===== src/rtl/boot_ram_loader.sv =====
// Boot RAM: filled from a byte-stream loader after reset, then handed to the CPU core.
// Optional BOOT_RAM_LOADER_CHECKSUM_EN: the ld_last byte is a checksum that must zero the byte sum.
module boot_ram_loader #(
  parameter int AW = 8,
  parameter int DW = 8
) (
  input  logic          clk,
  input  logic          rst,
  input  logic          ld_valid,
  input  logic [DW-1:0] ld_data,
  input  logic          ld_last,
  output logic          ld_ready,
  input  logic [AW-1:0] cpu_addr,
  input  logic [DW-1:0] cpu_data,
  input  logic          cpu_we,
  output logic [DW-1:0] cpu_rdata,
  output logic          cpu_run,
  output logic [AW:0]   load_count,
  output logic [1:0]    state,
  output logic          err
);

  typedef enum logic [1:0] {
    ST_LOAD = 2'd0,
    ST_RUN  = 2'd1,
    ST_ERR  = 2'd2
  } state_t;

  localparam int          DEPTH   = 1 << AW;
  localparam logic [AW:0] FULL    = {1'b1, {AW{1'b0}}};
  localparam logic [AW:0] CNT_ONE = {{AW{1'b0}}, 1'b1};
  localparam logic [AW-1:0] PTR_ONE = {{(AW-1){1'b0}}, 1'b1};

  logic [DW-1:0] mem [DEPTH];

  state_t        state_q, state_d;
  logic [AW-1:0] ptr_q, ptr_d;
  logic [AW:0]   count_q, count_d;
  logic          mem_we;
  logic [AW-1:0] mem_waddr;
  logic [DW-1:0] mem_wdata;
`ifdef BOOT_RAM_LOADER_CHECKSUM_EN
  logic [DW-1:0] acc_q, acc_d, sum;
`endif

  // Handshake: a loader byte moves on a rising edge when ld_valid && ld_ready; ld_ready is a
  // pure decode of the registered state, so it never depends on ld_valid in the same cycle.
  always_comb begin
    state_d   = state_q;
    ptr_d     = ptr_q;
    count_d   = count_q;
    mem_we    = 1'b0;
    mem_waddr = cpu_addr;
    mem_wdata = cpu_data;
`ifdef BOOT_RAM_LOADER_CHECKSUM_EN
    acc_d     = acc_q;
    sum       = acc_q + ld_data;
`endif
    case (state_q)
      ST_LOAD: begin
        if (ld_valid) begin
`ifdef BOOT_RAM_LOADER_CHECKSUM_EN
          if (ld_last) begin
            state_d = (sum == '0) ? ST_RUN : ST_ERR;
          end else if (count_q == FULL) begin
            // RAM already full; only the checksum byte is acceptable now
            state_d = ST_ERR;
          end else begin
            mem_we    = 1'b1;
            mem_waddr = ptr_q;
            mem_wdata = ld_data;
            ptr_d     = ptr_q + PTR_ONE;
            count_d   = count_q + CNT_ONE;
            acc_d     = sum;
          end
`else
          mem_we    = 1'b1;
          mem_waddr = ptr_q;
          mem_wdata = ld_data;
          ptr_d     = ptr_q + PTR_ONE;
          count_d   = count_q + CNT_ONE;
          if (ld_last || count_d == FULL) state_d = ST_RUN;
`endif
        end
      end
      ST_RUN:  mem_we = cpu_we;
      default: ;
    endcase
  end

  always_ff @(posedge clk) begin
    if (rst) begin
      state_q <= ST_LOAD;
      ptr_q   <= '0;
      count_q <= '0;
`ifdef BOOT_RAM_LOADER_CHECKSUM_EN
      acc_q   <= '0;
`endif
    end else begin
      state_q <= state_d;
      ptr_q   <= ptr_d;
      count_q <= count_d;
`ifdef BOOT_RAM_LOADER_CHECKSUM_EN
      acc_q   <= acc_d;
`endif
    end
  end

  // RAM contents survive reset; reset only blocks writes in its own cycle.
  always_ff @(posedge clk) begin
    if (!rst && mem_we) mem[mem_waddr] <= mem_wdata;
  end

  assign cpu_rdata  = mem[cpu_addr];
  assign ld_ready   = (state_q == ST_LOAD);
  assign cpu_run    = (state_q == ST_RUN);
  assign load_count = count_q;
  assign state      = state_q;
`ifdef BOOT_RAM_LOADER_CHECKSUM_EN
  assign err        = (state_q == ST_ERR);
`else
  assign err        = 1'b0;
`endif

endmodule


===== config.mk =====
export PLATFORM = sky130hd
export DESIGN_NAME = boot_ram_loader
export DESIGN_NICKNAME = d
export VERILOG_FILES = /design/src/rtl/boot_ram_loader.sv
export SDC_FILE = /design/constraint.sdc
export NUM_CORES = 2
export LEC_CHECK = 0
export CORE_UTILIZATION = 50
export CTS_BUF_LIST = sky130_fd_sc_hd__clkbuf_4 sky130_fd_sc_hd__clkbuf_8
export CTS_CLUSTER_DIAMETER = 100
export DETAILED_ROUTE_END_ITERATION = 10
export GPL_TIMING_DRIVEN = 0
export PLACE_DENSITY = 0.65
export SLEW_MARGIN = 5
export SYNTH_ARGS = -nofsm -noshare
export SYNTH_HDL_FRONTEND = slang
export SYNTH_SLANG_ARGS = --single-unit

===== constraint.sdc =====
create_clock -name clk -period 11.2 [get_ports clk]
set_clock_uncertainty 0.2 [all_clocks]
set_input_delay 2.24 -clock clk [delete_from_list [all_inputs] [get_ports clk]]
set_output_delay 2.24 -clock clk [all_outputs]
set_load 0.1 [all_outputs]

# ---- Word-level counts from Yosys, hierarchy flattened
# Memory sizes are Yosys's and may differ from the RTL's.
# Cells that the tools add are included.
dict set report word_totals {
  inputBits 29
  memories 1
  latchBits 0
  register_bits 18
  mem_bits_ro 0
  ram_bits 2048
  output_inout_bits 22
}
# memory words width rd rd_clocked_by_memory_dff write_ports line_no
set mem_list {}
lappend mem_list {mem 256 8 1 0 1 34} ;# logic [DW-1:0] mem [DEPTH];
dict set report classes {
  div_mod_pow 0
  mux 8
  reduce_logical 6
  mul 0
  n_bitwise 0
  n_addsub 2
  n_lt_le_gt_ge 0
  n_eq_ne 1
  shift 0
}
# op n
set ops {}
lappend ops {{$mux W8} 4}
lappend ops {{$add A9 B1 Y9 const B} 1}
lappend ops {{$eq A9 B9 Y1 const B} 1}
lappend ops {{$add A8 B1 Y8 const B} 1}
lappend ops {{$mux W1} 3}
lappend ops {{$reduce_and A3 Y1} 1}
lappend ops {{$logic_not A2 Y1} 1}
lappend ops {{$pmux W1 S2} 1}
lappend ops {{$reduce_and A2 Y1} 1}
lappend ops {{$logic_and A1 B1 Y1} 1}
lappend ops {{$logic_not A1 Y1} 1}
lappend ops {{$logic_or A1 B1 Y1} 1}

# ---- Longest topological paths before layout
dict set report depth {
  ltp_word 5
  depth_mapped 12
}

# ---- Least setup slack after synthesis
# OpenSTA, ideal clock, no wires.
dict set report synth_path {
  path_type {input-to-output}
  start {input cpu_addr[1]}
  end {output cpu_rdata[5]}
  n_path_buf 4
  arrival_time_ps 6607
  path_stages 10
  path_slack_ps 2153
  t_required_ps 8760
  path_cell_list {buf_2 -> buf_4 -> buf_4 -> clkbuf_1 -> nand3_1 -> o32ai_1 -> nor2_1 -> a21boi_0 -> a211oi_1 -> nor4_1}
}
dict set report synth_via {
  elab_chain_cells 1
}
# item line_no
set synth_rtl {}
lappend synth_rtl {{start, declared} 13} ;# input logic [AW-1:0] cpu_addr,
lappend synth_rtl {{$mem_v2 Z256 W8} -}
lappend synth_rtl {{end, declared} 16} ;# output logic [DW-1:0] cpu_rdata,
# Every way passes these cells.

# ---- Worst setup path in the final report
dict set report layout_path {
  start {input cpu_addr[2]}
  end {output cpu_rdata[5]}
}
# The elaborated chain is that of the path after synthesis.

==> results.py <==
metrics = {
    "floorplan": {
        "die_w_um": 404,
        "placement_rows": 147,
        "io_pins": 51,
        "start_util_pct": 50.3,
        "die_h_um": 404,
        "dieArea_sq_um": 163000,
        "fp.coreArea_sq_um": 160000,
    },
    "sta": {
        "fin_crit_sh_pct": 102,
        "setup_violations": 1,
        "hold_viol": 0,
        "fmax_mhz": 87.5,
        "slew_headroom_pct": 2.41,
        "finalWorstSetupSlack_ps": -224,
        "tightest_slew_ps": 1460,
        "maxSlewViolCount": 0,
        "rsz0062_at_grt": "false",
        "min_period_ps": 11420,
    },
    "logic_synthesis": {
        "yosysUniqueCellTypes": 62,
        "async_flop_share_pct": 0,
        "synth-edff-count": 2048,
        "yosys_warnings": 0,
        "syn_area_per_cell_sq_um": 21.2,
        "ys_seq_elements": 2066,
        "netlist_area_sq_um": 80700,
        "synth_ff_type": "edfxtp_1",
        "ys_seq_area_share_pct": 76.7,
        "syn_inst": 3798,
    },
    "final_layout": {
        "num-nets-final": 4239,
        "drive_above_1_share_pct": 27.2,
        "mostFrequentLayoutCell": "edfxtp_1",
        "mostFrequentLayoutCells": "edfxtp_1 (2048), mux4_2 (517), clkbuf_8 (347), nor2_1 (306), mux2i_1 (144)",
        "syn_to_final_growth_pct": 12.4,
        "design_area_sq_um": 90700,
        "stdcell_count": 6593,
    },
    "cts": {
        "cts_tree": "yes",
        "cts_max_level": 5,
        "clk_latency_ps": 1040,
        "cts_made_buffers": 340,
        "clockRootBuffer": "clkbuf_8",
        "cts.repair.resized": 0,
        "cts_buffer_depth": 4,
        "cts_num_sinks": 2066,
        "path_clk_slew_ps": 60,
        "hold_buffers": 0,
        "cts_setup_buffers": 0,
    },
    "pwr": {
        "pwr_density_cell_nw_per_um2": 177,
        "irDropWorstVdd_v": 0.000143,
        "p_leak_nw": 28.4,
    },
    "route": {
        "vias_per_cell": 6.58,
        "ant_nets": 0,
        "routed_wl_mm": 254,
        "drt_iter0_markers": 7541,
        "num_vias": 43400,
        "first_pass_iters": 8,
        "post-route-drc-count": 0,
        "wl_per_cell_um": 38.5,
    },
    "worst_setup_path": {
        "end_kind": "output pin",
        "worstPathRequired_ps": 8760,
        "crit_type": "in -> out",
        "crit_path_max_fanout": 10,
        "setup.worst_path.start_class": "input port",
        "worst_ep_arrival_time_ps": 8980,
    },
    "run_status": {
        "status": "finished, violations left",
        "violations": "negative setup slack",
    },
    "job": {
        "max-cap-violations": 0,
    },
    "global_routing": {
        "grt_pass1_vias": 41800,
        "grt.overflow.total": 0,
        "grt_max_degree": 89,
        "antenna_found_initial": 18,
        "track_usage_pct": 31.3,
        "grt_first_pass_wirelength_mm": 342,
    },
    "placed_design": {
        "numPortBuffers": 42,
        "post-dp-hpwl_mm": 167,
        "dp_cells": 6025,
        "gp_congestion": 0.990,
        "postPlaceCellArea_sq_um": 84600,
    },
    "hold_path": {
        "hold_path_class": "reg -> reg",
    },
}
## Yosys cell counts, drive strengths merged (22+ instances only)
cell type	number	area share (%)
a22oi	22	0.20
o21ai	40	0.25
clkbuf	91	0.42
nand2	138	0.64
a21oi	46	0.29
buf	133	1.2
nor2	307	1.4
mux4	517	14
o22ai	26	0.20
o221ai	48	0.52
mux2i	144	1.8
edfxtp	2048	76
nand3	34	0.21
## critical path: stages
cell and delay, ps:
buf_2 260, inv_2 430, clkbuf_1 740, clkdlybuf4s15_1 1090, clkbuf_1 770, a21oi_1 80
nor3_1 700, nor3_1 230, nor4_1 1090, clkdlybuf4s50_1 1330
## layout make-up
| class | count | area [sq um] |
|---|---|---|
| timing repair buffer | 66 | 1050 |
| clock buffer | 452 | 5560 |
| antenna | 5 | 12.5 |
| fill | 11900 | 69700 |
| clock inverter | 111 | 592 |
| multi-input combinational | 1504 | 17600 |
| sequential | 2066 | 61900 |
| buffer | 224 | 1340 |
| inverter | 5 | 18.8 |
| tap | 2160 | 2700 |
## logic make-up after synthesis
kind of cell             Yosys count  share of synthesized area [%]
flip-flops                      2066                           76.7
multiplexers                     668                           16.3
AND/OR/NAND/NOR                  549                           2.84
AO/OA/AOI/OAI                    266                           2.34
buffers and inverters            229                           1.62
XOR/XNOR                          16                          0.174
adder cells (fa/ha/maj)            3                         0.0465
other                              1                        0.00465
## final timing paths
kind | slack, ps | cells past startpoint | to | from
max | -220 | 10 | cpu_rdata[5] | cpu_addr[2]
max reg2reg | 6200 | 8 | mem[64][4]$_DFFE_PP_ | state[0]$_SDFFE_PP0P_
min reg2reg | 360 | 2 | load_count[1]$_SDFFE_PP0P_ | load_count[1]$_SDFFE_PP0P_
min | 360 | 2 | load_count[1]$_SDFFE_PP0P_ | load_count[1]$_SDFFE_PP0P_
## sequential cells by signal, indices dropped and copies added, names as in the netlist
| name | flops |
|---|---|
| load_count | 9 |
| mem | 2048 |
| ptr_q | 8 |
| state | 1 |
## layer usage
layer	wire length (um)	global-route usage [%]	share of wire [%]
met5	130	0	0.051
met4	15500	16.8	6.1
met3	34300	10.2	13
met2	112000	45.6	44
met1	91600	42.1	36
## stage by stage
stage	setup slack (ps)	hold slack [ps]	TNS (ps)	total power, mW	utilization [%]
floorplan	2150	296	0	9.44	-
global placement	-1170	351	-1489080	9.99	52.3
detailed placement	445	345	0	9.91	52.7
CTS	415	358	0	16.0	56.6
global route	12.3	407	0	16.4	56.6
finish	-224	363	-224	16.0	56.6
## where the power goes
group          internal (mW)  switching (mW)  leakage, nW
Clock                   3.29            2.94         3.28
Combinational          0.336           0.835         6.55
Sequential              8.61         0.00481         18.6
Total                   12.2            3.78         28.4
Power figures use the tool's default switching activity.
